[config.mk]
export PLATFORM = sky130hd
export DESIGN_NAME = riscv_mc_ctrl
export DESIGN_NICKNAME = d
export VERILOG_FILES = /design/src/rtl/riscv_mc_ctrl.sv
export SDC_FILE = /design/constraint.sdc
export NUM_CORES = 1
export LEC_CHECK = 0
export CORE_MARGIN = 3
export CORE_UTILIZATION = 35
export CTS_CLUSTER_SIZE = 28
export DETAILED_ROUTE_END_ITERATION = 10
export PLACE_DENSITY = 0.65
export RECOVER_POWER = 50
export SKIP_CTS_REPAIR_TIMING = 1
export SYNTH_ARGS = -nofsm -noshare
export SYNTH_HDL_FRONTEND = slang
export SYNTH_SLANG_ARGS = --single-unit
[constraint.sdc]
create_clock -name clk -period 3.7 [get_ports clk]
set_clock_uncertainty 0.05 [all_clocks]
set_input_delay 0.555 -clock clk [delete_from_list [all_inputs] [get_ports clk]]
set_output_delay 0.555 -clock clk [all_outputs]
set_load 0.02 [all_outputs]
[src/rtl/riscv_mc_ctrl.sv]
`default_nettype none
// ============================================================================
// Module      : riscv_mc_ctrl
// Description : Multicycle RISC-V control sequencer. It drives the memory
//               handshake, register write enables and datapath mux selects,
//               and keeps a 16-bit retired-instruction counter.
//               Optional macro RISCV_MC_CTRL_ILLEGAL_TRAP_EN: an unknown
//               opcode parks the FSM in HALT and sets the sticky illegal
//               flag. Without the macro, an unknown opcode retires as a NOP.
// Revision    : 1.0 - initial release
// ============================================================================
module riscv_mc_ctrl (
  input  logic        clk,
  input  logic        rst,
  input  logic [6:0]  opcode,
  input  logic [2:0]  funct3,
  input  logic        funct7b5,
  input  logic        zero,
  input  logic        mem_ready,
  output logic        mem_req,
  output logic        mem_we,
  output logic        pc_we,
  output logic        ir_we,
  output logic        oldpc_we,
  output logic        reg_we,
  output logic        adr_src,
  output logic [1:0]  alu_src_a,
  output logic [1:0]  alu_src_b,
  output logic [1:0]  result_src,
  output logic [2:0]  alu_ctrl,
  output logic [3:0]  state,
  output logic [15:0] instret,
  output logic        illegal
);

  typedef enum logic [3:0] {
    S_RST    = 4'd0,
    S_FETCH  = 4'd1,
    S_DECODE = 4'd2,
    S_MEMADR = 4'd3,
    S_MEMRD  = 4'd4,
    S_MEMWB  = 4'd5,
    S_MEMWR  = 4'd6,
    S_EXEC_R = 4'd7,
    S_EXEC_I = 4'd8,
    S_ALUWB  = 4'd9,
    S_BRANCH = 4'd10,
    S_JAL    = 4'd11,
    S_LUI    = 4'd12,
    S_HALT   = 4'd13
  } state_t;

  localparam logic [6:0] OP_LOAD   = 7'b0000011;
  localparam logic [6:0] OP_STORE  = 7'b0100011;
  localparam logic [6:0] OP_R      = 7'b0110011;
  localparam logic [6:0] OP_I      = 7'b0010011;
  localparam logic [6:0] OP_BRANCH = 7'b1100011;
  localparam logic [6:0] OP_JAL    = 7'b1101111;
  localparam logic [6:0] OP_LUI    = 7'b0110111;

  localparam logic [2:0] ALU_ADD = 3'b000;
  localparam logic [2:0] ALU_SUB = 3'b001;
  localparam logic [2:0] ALU_AND = 3'b010;
  localparam logic [2:0] ALU_OR  = 3'b011;
  localparam logic [2:0] ALU_XOR = 3'b100;
  localparam logic [2:0] ALU_SLT = 3'b101;
  localparam logic [2:0] ALU_SLL = 3'b110;
  localparam logic [2:0] ALU_SRL = 3'b111;

  state_t      state_q, state_d;
  logic [15:0] instret_q, instret_d;
  logic        retire;
  logic [2:0]  exec_alu;
  logic        branch_taken;

  // ALU operation for the execute states, decoded from funct3 (sub only for R-type)
  always_comb begin
    exec_alu = ALU_ADD;
    case (funct3)
      3'b000:  exec_alu = (state_q == S_EXEC_R && funct7b5) ? ALU_SUB : ALU_ADD;
      3'b001:  exec_alu = ALU_SLL;
      3'b010:  exec_alu = ALU_SLT;
      3'b011:  exec_alu = ALU_ADD;
      3'b100:  exec_alu = ALU_XOR;
      3'b101:  exec_alu = ALU_SRL;
      3'b110:  exec_alu = ALU_OR;
      3'b111:  exec_alu = ALU_AND;
      default: exec_alu = ALU_ADD;
    endcase
  end

  // Branch condition: beq on zero, bne on not-zero, other funct3 never taken
  always_comb begin
    branch_taken = 1'b0;
    if (funct3 == 3'b000)      branch_taken = zero;
    else if (funct3 == 3'b001) branch_taken = ~zero;
  end

`ifdef RISCV_MC_CTRL_ILLEGAL_TRAP_EN
  logic illegal_q, illegal_d;
`endif

  // Next-state, datapath controls and retirement pulse
  always_comb begin
    state_d    = state_q;
    retire     = 1'b0;
    mem_req    = 1'b0;
    mem_we     = 1'b0;
    pc_we      = 1'b0;
    ir_we      = 1'b0;
    oldpc_we   = 1'b0;
    reg_we     = 1'b0;
    adr_src    = 1'b0;
    alu_src_a  = 2'b00;
    alu_src_b  = 2'b00;
    result_src = 2'b00;
    alu_ctrl   = ALU_ADD;
`ifdef RISCV_MC_CTRL_ILLEGAL_TRAP_EN
    illegal_d  = illegal_q;
`endif
    case (state_q)
      S_RST: state_d = S_FETCH;
      S_FETCH: begin
        mem_req = 1'b1;
        if (mem_ready) begin
          ir_we      = 1'b1;
          oldpc_we   = 1'b1;
          pc_we      = 1'b1;
          alu_src_b  = 2'b10;
          result_src = 2'b10;
          state_d    = S_DECODE;
        end
      end
      S_DECODE: begin
        // Precompute the branch/jump target into ALUOut
        alu_src_a = 2'b01;
        alu_src_b = 2'b01;
        case (opcode)
          OP_LOAD, OP_STORE: state_d = S_MEMADR;
          OP_R:              state_d = S_EXEC_R;
          OP_I:              state_d = S_EXEC_I;
          OP_BRANCH:         state_d = S_BRANCH;
          OP_JAL:            state_d = S_JAL;
          OP_LUI:            state_d = S_LUI;
          default: begin
`ifdef RISCV_MC_CTRL_ILLEGAL_TRAP_EN
            state_d   = S_HALT;
            illegal_d = 1'b1;
`else
            state_d   = S_FETCH;
            retire    = 1'b1;
`endif
          end
        endcase
      end
      S_MEMADR: begin
        alu_src_a = 2'b10;
        alu_src_b = 2'b01;
        state_d   = (opcode == OP_LOAD) ? S_MEMRD : S_MEMWR;
      end
      S_MEMRD: begin
        mem_req = 1'b1;
        adr_src = 1'b1;
        if (mem_ready) state_d = S_MEMWB;
      end
      S_MEMWB: begin
        result_src = 2'b01;
        reg_we     = 1'b1;
        state_d    = S_FETCH;
        retire     = 1'b1;
      end
      S_MEMWR: begin
        mem_req = 1'b1;
        mem_we  = 1'b1;
        adr_src = 1'b1;
        if (mem_ready) begin
          state_d = S_FETCH;
          retire  = 1'b1;
        end
      end
      S_EXEC_R: begin
        alu_src_a = 2'b10;
        alu_ctrl  = exec_alu;
        state_d   = S_ALUWB;
      end
      S_EXEC_I: begin
        alu_src_a = 2'b10;
        alu_src_b = 2'b01;
        alu_ctrl  = exec_alu;
        state_d   = S_ALUWB;
      end
      S_ALUWB: begin
        reg_we  = 1'b1;
        state_d = S_FETCH;
        retire  = 1'b1;
      end
      S_BRANCH: begin
        alu_src_a = 2'b10;
        alu_ctrl  = ALU_SUB;
        pc_we     = branch_taken;
        state_d   = S_FETCH;
        retire    = 1'b1;
      end
      S_JAL: begin
        // rd takes oldPC+4 from the ALU; PC takes the target held in ALUOut
        alu_src_a = 2'b01;
        alu_src_b = 2'b10;
        pc_we     = 1'b1;
        reg_we    = 1'b1;
        state_d   = S_FETCH;
        retire    = 1'b1;
      end
      S_LUI: begin
        result_src = 2'b11;
        reg_we     = 1'b1;
        state_d    = S_FETCH;
        retire     = 1'b1;
      end
      S_HALT: state_d = S_HALT;
      default: state_d = S_RST;
    endcase
    instret_d = retire ? (instret_q + 16'd1) : instret_q;
  end

  // State and counter registers with synchronous active-low reset
  always_ff @(posedge clk) begin
    if (!rst) begin
      state_q   <= S_RST;
      instret_q <= 16'd0;
    end else begin
      state_q   <= state_d;
      instret_q <= instret_d;
    end
  end

`ifdef RISCV_MC_CTRL_ILLEGAL_TRAP_EN
  // Sticky illegal-opcode flag, cleared only by reset
  always_ff @(posedge clk) begin
    if (!rst) illegal_q <= 1'b0;
    else      illegal_q <= illegal_d;
  end
  assign illegal = illegal_q;
`else
  assign illegal = 1'b0;
`endif

  assign state   = state_q;
  assign instret = instret_q;

endmodule
`default_nettype wire
**Yosys cells after proc, flatten, opt, wreduce, memory -nomap -nowiden**

Index checks and enable logic that the tools add are counted.

- Bits in registers: 20
- Input bits: 15
- Output and inout bits: 37

- Add/sub/neg operators: 1
- Eq/ne operators: 30
- Mux-type cells: 24
- Bitwise operators: 1
- Reductions and logical operators: 15

Operators by type and width:

| operator | number |
|---|---|
| $pmux 4 s8 | 1 |
| $eq 4x4->1 const B | 6 |
| $pmux 3 s8 | 1 |
| $pmux 4 s6 | 1 |
| $eq 7x6->1 const B | 3 |
| $add 16x1->16 const B | 1 |
| $eq 4x3->1 const B | 4 |
| $eq 7x7->1 const B | 2 |
| $eq 3x3->1 const B | 4 |
| $mux 4 | 3 |
| $pmux 2 s3 | 2 |
| $mux 1 | 10 |
| $eq 4x2->1 const B | 2 |
| $reduce_or 2->1 | 4 |
| $reduce_or 4->1 | 2 |
| $eq 7x2->1 const B | 1 |
| $eq 7x5->1 const B | 1 |
| $reduce_or 7->1 | 1 |
| $eq 3x2->1 const B | 2 |
| $ne 2x2->1 const B | 3 |
| $pmux 1 s3 | 2 |
| $pmux 3 s2 | 1 |
| $reduce_or 3->1 | 2 |
| $reduce_or 6->1 | 1 |
| 10 further kinds | 11 |

**Logic depth before layout (Yosys ltp)**

Gate-level depths: netlist of the first run.

- Depth after elaboration: 5
- Depth in mapped cells: 7

**Worst setup path before layout of the first run**

No wires, ideal clock.

- Kind: reg-to-output
- Start: register state_q[3], in the netlist state[3]
- End: output port pc_we
- Data arrival time: 1763 ps
- Required time: 3095 ps
- Path slack: 1332 ps
- Cell stages (with the launch flop): 6
- Cells stage by stage: dfxtp_1 -> buf_1 -> and2_1 -> a21oi_1 -> nor3_1 -> a21o_1

- Cells in the longest elaborated chain, start to end: 2
- Elaborated cells between the ends (all ways): 4
- Classes of those cells: eq/ne: 3; mux: 1

Ends and longest elaborated chain:

| element | line | RTL |
|---|---|---|
| start: declaration | 70 | `state_t state_q, state_d;` |
| start signal: assignment | 231 | `state_q <= state_d;` |
| $eq 4x4->1 / $eq 4x1->1 (equally long branches) | 121 | `case (state_q)` |
| $pmux 1 s3 * | 121 |  |
| end: declaration | 22 | `output logic pc_we,` |

Every way passes the cells marked *; elsewhere a longest branch is shown, timed or not.

**Worst setup path in the final report of the first run**

Ends and elaborated chain as after synthesis.

==> results of run 1 <==
flip-flops by register name (all words and copies together), names as in the netlist:
signal	flops
instret	16
state	4
layout make-up:
type | count | area, um2
clock buffers | 3 | 41.29
flip-flops and latches | 20 | 400.4
well taps | 65 | 81.33
multi-input cells | 189 | 1196
repair buffers | 52 | 515.5
fillers | 480 | 2300
inverters | 8 | 30.03
final timing paths:
| check | slack, ns | end | from |
|---|---|---|---|
| setup / recovery | 0.57 | pc_we | state[3]$_SDFFE_PN0P_ |
| hold / removal | 0.43 | instret[11]$_SDFFE_PN0P_ | instret[11]$_SDFFE_PN0P_ |
| hold reg to reg | 0.43 | instret[11]$_SDFFE_PN0P_ | instret[11]$_SDFFE_PN0P_ |
| setup reg to reg | 1.05 | instret[6]$_SDFFE_PN0P_ | state[3]$_SDFFE_PN0P_ |
cell families after synthesis:
kind of cell | Yosys count | share of synthesized area, %
adder cells (fa/ha/maj) | 1 | 0.7240
flip-flops | 20 | 23.17
AND/OR/NAND/NOR | 121 | 38.16
other | 1 | 0.2170
XOR/XNOR | 3 | 1.521
AO/OA/AOI/OAI | 45 | 19.77
buffers and inverters | 22 | 6.010
multiplexers | 18 | 10.43
power by group through the flow:
stage	Combinational [mW]	Sequential, mW	Clock, mW
floorplan	0.0730	0.230	0
global placement	0.120	0.231	0
detailed placement	0.121	0.231	0
CTS	0.121	0.226	0.150
global route	0.128	0.227	0.159
finish	0.117	0.226	0.143
per-stage QoR:
stage / instance area, um2 / setup slack, ns / instances / hold slack (ns) / utilization [%]
floorplan: 1728 / 1.332 / 231 / 0.4905 / -
finish: 2265 / 0.5705 / 337 / 0.4338 / 49.62
global placement: 2251 / 0.7917 / 334 / 0.4243 / 49.31
detailed placement: 2251 / 0.7957 / 334 / 0.4315 / 49.31
global route: 2265 / 0.3723 / 337 / 0.4751 / 49.62
CTS: 2292 / 0.5820 / 337 / 0.4430 / 50.22
worst register-to-register path, delay by kind of cell (launching register included):
kind / cells / cell delay, ns
flops: 1 / 0.44
simple gates: 2 / 0.56
compound gates: 2 / 1.33
mux: 1 / 0.19
cell usage in the layout (no fill, tap or decap), drive strengths merged, types with 4 or more instances in the layout:
cell type,instances
inv,6
o21ai,8
and3,5
a21oi,11
nor2,20
clkdlybuf4s50,28
nand3,17
mux2i,18
dfxtp,20
nand4,7
dlygate4sd3,22
nor3,6
nand2b,18
o22ai,6
and4b,4
nand2,30
layer usage:
metal / wire length, um / global-route usage [%]
met4: 30 / 2.717
met1: 2118 / 19.74
met3: 269 / 4.374
met5: 0 / 0
met2: 1915 / 24.34
==> flow_summary.yaml, run 1 <==
status:
  status: "complete, no violations"
sta:
  maxSlewHeadroom_pct: 8.283
  finalSetupViolCount: 0
  tns_ns: 0
  fin_crit_ns: 3.130
  hold_viol: 0
  rsz0062_at_grt: "false"
  slew_violations: 0
  clock.fmax_mhz: 319.5
  tightest_slew_ns: 1.366
  fin_crit_sh_pct: 84.58
cts:
  clk_pin_slew_ns: 0.07
  cts_tree: "yes"
  numCtsBuffers: 3
  clock-sinks: 20
  clk_latency_ns: 0.26
  clockBufferDepth: 2
  cts-root-buf: "clkbuf_8"
  htreeDepth: 1
placement:
  port_buffers: 50
  place_hpwl_um: 3160
  place_congestion: 0.8136
synthesis:
  synth_most_common_cell: "nand2_1"
  synth_edf_count: 0
  syn_area_mm2: 0.001728
  yosysWarnings: 0
  ys_seq_area_share_pct: 23.17
  synth-seq-cells: 20
  synth_top_area_share_pct: 23.17
  yosys.area.top_type: "dfxtp_1"
  yosys-top-cells-area: "dfxtp_1 (23%), mux2i_1 (10%), nand2b_1 (6.5%)"
  postSynth.asyncResetShare_pct: 0
  synth_cell_types: 57
  synthTopCellsByCount: "nand2_1 (28), dfxtp_1 (20), nor2_1 (20)"
  postSynthCellCount: 231
  avgSynthCellArea_um2: 7.480
  synth_flop_cell: "dfxtp_1"
  syn_nets: 247
hold_path:
  worstHoldPathCells: 2
  hp-class: "register to register"
power:
  power-per-cell-area_mw_per_mm2: 214.9
  p_comb_share_pct: 24.1
  p_sw_share_pct: 29.22
  power_mw: 0.4866
  p_clk_share_pct: 29.5
  intPower_mw: 0.3444
  ir_drop_mv: 0.1341
  p_sw_mw: 0.1422
  pwr-share-seq_pct: 46.4
  power.leakage_nw: 0.8485
floorplanning:
  die_x_um: 76.26
  placeableCoreArea_mm2: 0.004564
  start_util_pct: 37.86
  ios: 52
  core.rowCount: 24
  fp.dieArea_mm2: 0.005816
  die_h_um: 76.26
setup_path:
  r2r_cells: 5
  path_depth: 5
  cp-end-kind: "output port"
  crit_fanout: 14
  crit_family: "buffers and inverters"
  crit_slowest_cell: "clkdlybuf4s50_1"
  startpoint_type: "register"
  cpPeakStageDelay_ns: 0.60
  critPathKind: "register to output port"
  path_buf_inv: 2
  arrival_ns: 2.52
  cp_cell_sequence: "clkinv_1 -> or3_1 -> nor3_1 -> a21o_1 -> clkdlybuf4s50_1"
  required_ns: 3.09
finish:
  syn2layout_area_growth_pct: 31.06
  drive_gt1_share_pct: 4.412
  final_nets: 290
  antenna_cells: 0
drt:
  route.vias.total: 1788
  drt-total-wl_um: 4334
  dr.pass1.iters: 4
  wl_per_cell_um: 12.86
  routed_via_density: 5.306
  drt_iter0_markers: 123
  ant_nets: 0
  remaining_drc_errors: 0
global_route:
  grt_max_degree: 27
  antenna_found_initial: 0
  grt_pass1_wl_um: 7507
  grt_pass1_vias: 1632
  gr-total-overflow: 0
  grtUsageTotal_pct: 14.95
job:
  maxCapViolations: 0
Note: power is estimated with default switching activity, not from simulation.
==> inputs of run 2 (changes only) <==
PLACE_DENSITY = 0.68   (was 0.65)
clock period = 2.8 ns   (was 3.7 ns; I/O delays follow)
==> run 2 against run 1 <==
Compared with the run above:
- sequential share of layout area down 0.75 points
- combinational power up 42%
- wire length grew 4.4%
- worst setup slack worse by 0.43 ns
- via count increased by 2.5%
- sequential cell count stayed put
- critical path depth did not move
==> flow_summary.yaml, run 2 (same netlist as run 1, synthesis figures left out) <==
status:
  status: "complete, no violations"
cts:
  numCtsBuffers: 3
  clk_pin_slew_ns: 0.08
  clk_latency_ns: 0.26
  htreeDepth: 1
  cts-root-buf: "clkbuf_8"
  clock-sinks: 20
  clockBufferDepth: 2
  cts_tree: "yes"
hold_path:
  worstHoldPathCells: 2
  hp-class: "register to register"
setup_path:
  path_buf_inv: 2
  r2r_cells: 6
  path_depth: 5
  crit_family: "buffers and inverters"
  arrival_ns: 2.19
  reg2reg_slack_ns: 0.50
  required_ns: 2.33
  crit_fanout: 10
  cp_cell_sequence: "clkinvlp_4 -> or3_1 -> nor3_1 -> a21o_1 -> clkdlybuf4s50_1"
  startpoint_type: "register"
  cp-end-kind: "output port"
  critPathKind: "register to output port"
  crit_slowest_cell: "clkdlybuf4s50_1"
  cpPeakStageDelay_ns: 0.60
finish:
  syn2layout_area_growth_pct: 36.86
  fin_util_pct: 51.81
  fin_cells: 345
  final_nets: 297
  largest_register_ffs: 16
  multi_input_area_mm2: 0.001210
  fillers: 469
  final_cell_area_mm2: 0.002365
  seq_area_um2: 400.4
  layout_commonest_cell: "nand2_1"
  antenna_cells: 0
  final_cell_mix: "nand2_1 (29), clkdlybuf4s50_1 (27), dlygate4sd3_1 (23)"
  drive_gt1_share_pct: 8.214
drt:
  dr.pass1.iters: 4
  drt_iter0_markers: 94
  remaining_drc_errors: 0
  wl_per_cell_um: 13.12
  drt-total-wl_um: 4526
  routed_via_density: 5.313
  ant_nets: 0
  route.vias.total: 1833
global_route:
  gr-total-overflow: 0
  grt_max_degree: 34
  grt_pass1_vias: 1827
  grt_pass1_wl_um: 7845
  grtUsageTotal_pct: 15.46
  antenna_found_initial: 0
floorplanning:
  die_h_um: 76.26
  placeableCoreArea_mm2: 0.004564
  core.rowCount: 24
  fp.dieArea_mm2: 0.005816
  ios: 52
  die_x_um: 76.26
  start_util_pct: 37.86
placement:
  placedInstanceArea_mm2: 0.002303
  dp.cells: 341
  place_congestion: 0.8393
  place_hpwl_um: 3305
  port_buffers: 50
  dpl_worst_slack_ns: 0.2989
sta:
  slew_violations: 0
  tns_ns: 0
  fin_crit_sh_pct: 95.07
  fin_crit_ns: 2.662
  clock.fmax_mhz: 375.7
  setup_ws_ns: 0.1382
  finalSetupViolCount: 0
  hold_viol: 0
  tightest_slew_ns: 0.7691
  maxSlewHeadroom_pct: 48.72
  rsz0062_at_grt: "false"
power:
  ir_drop_mv: 0.1877
  power.leakage_nw: 0.9017
  power-per-cell-area_mw_per_mm2: 320.7
job:
  maxCapViolations: 0
==> run 2: stage by stage <==
stage,hold WS (ns),total power [mW]
after floorplan,0.4905,0.4000
after CTS,0.4403,0.7687
after global routing,0.4657,0.7912
after detailed placement,0.4252,0.4716
after global placement,0.4233,0.4697
final,0.4328,0.7584
==> run 2: path summary, 6_finish.rpt <==
kind | start | endpoint
setup / recovery | state[3]$_SDFFE_PN0P_ | pc_we
hold / removal | instret[14]$_SDFFE_PN0P_ | instret[14]$_SDFFE_PN0P_
setup reg to reg | state[3]$_SDFFE_PN0P_ | instret[6]$_SDFFE_PN0P_
hold reg to reg | instret[14]$_SDFFE_PN0P_ | instret[14]$_SDFFE_PN0P_
==> run 2: worst register-to-register path: stages (launching register included) <==
cell and delay (ns):
dfxtp_1 0.35, buf_4 0.19, or2_1 0.33, a311oi_2 0.71
nand3_4 0.19, a21oi_1 0.21, mux2i_1 0.19
==> run 2: power by group <==
group          switching, mW  total (mW)  internal, mW
Clock                  0.106       0.297         0.191
Combinational         0.0898       0.166        0.0764
Sequential           0.00713       0.295         0.288
Total                  0.203       0.758         0.555
==> run 2: final cells by class <==
| type | instances | area share (%) |
|---|---|---|
| well taps | 65 | 3.439 |
| flip-flops and latches | 20 | 16.93 |
| clock inverters | 1 | 1.270 |
| clock buffers | 3 | 1.746 |
| inverters | 8 | 1.429 |
| multi-input cells | 189 | 51.16 |
| repair buffers | 59 | 24.02 |
==> run 2: routing by layer <==
layer | routed length, um | vias to the layer above | GRT usage (%)
met5 | 0 | - | 0
met4 | 74 | 0 | 4.891
met3 | 197 | 9 | 2.482
li1 | - | 934 | -
met1 | 2215 | 842 | 18.68
met2 | 2040 | 48 | 27.77
==> inputs of run 3 (changes only) <==
CTS_CLUSTER_DIAMETER = 150   (was not set)
==> results of run 3 <==
Same layout as run 2: the final DEF is identical, and so are final timing and power.
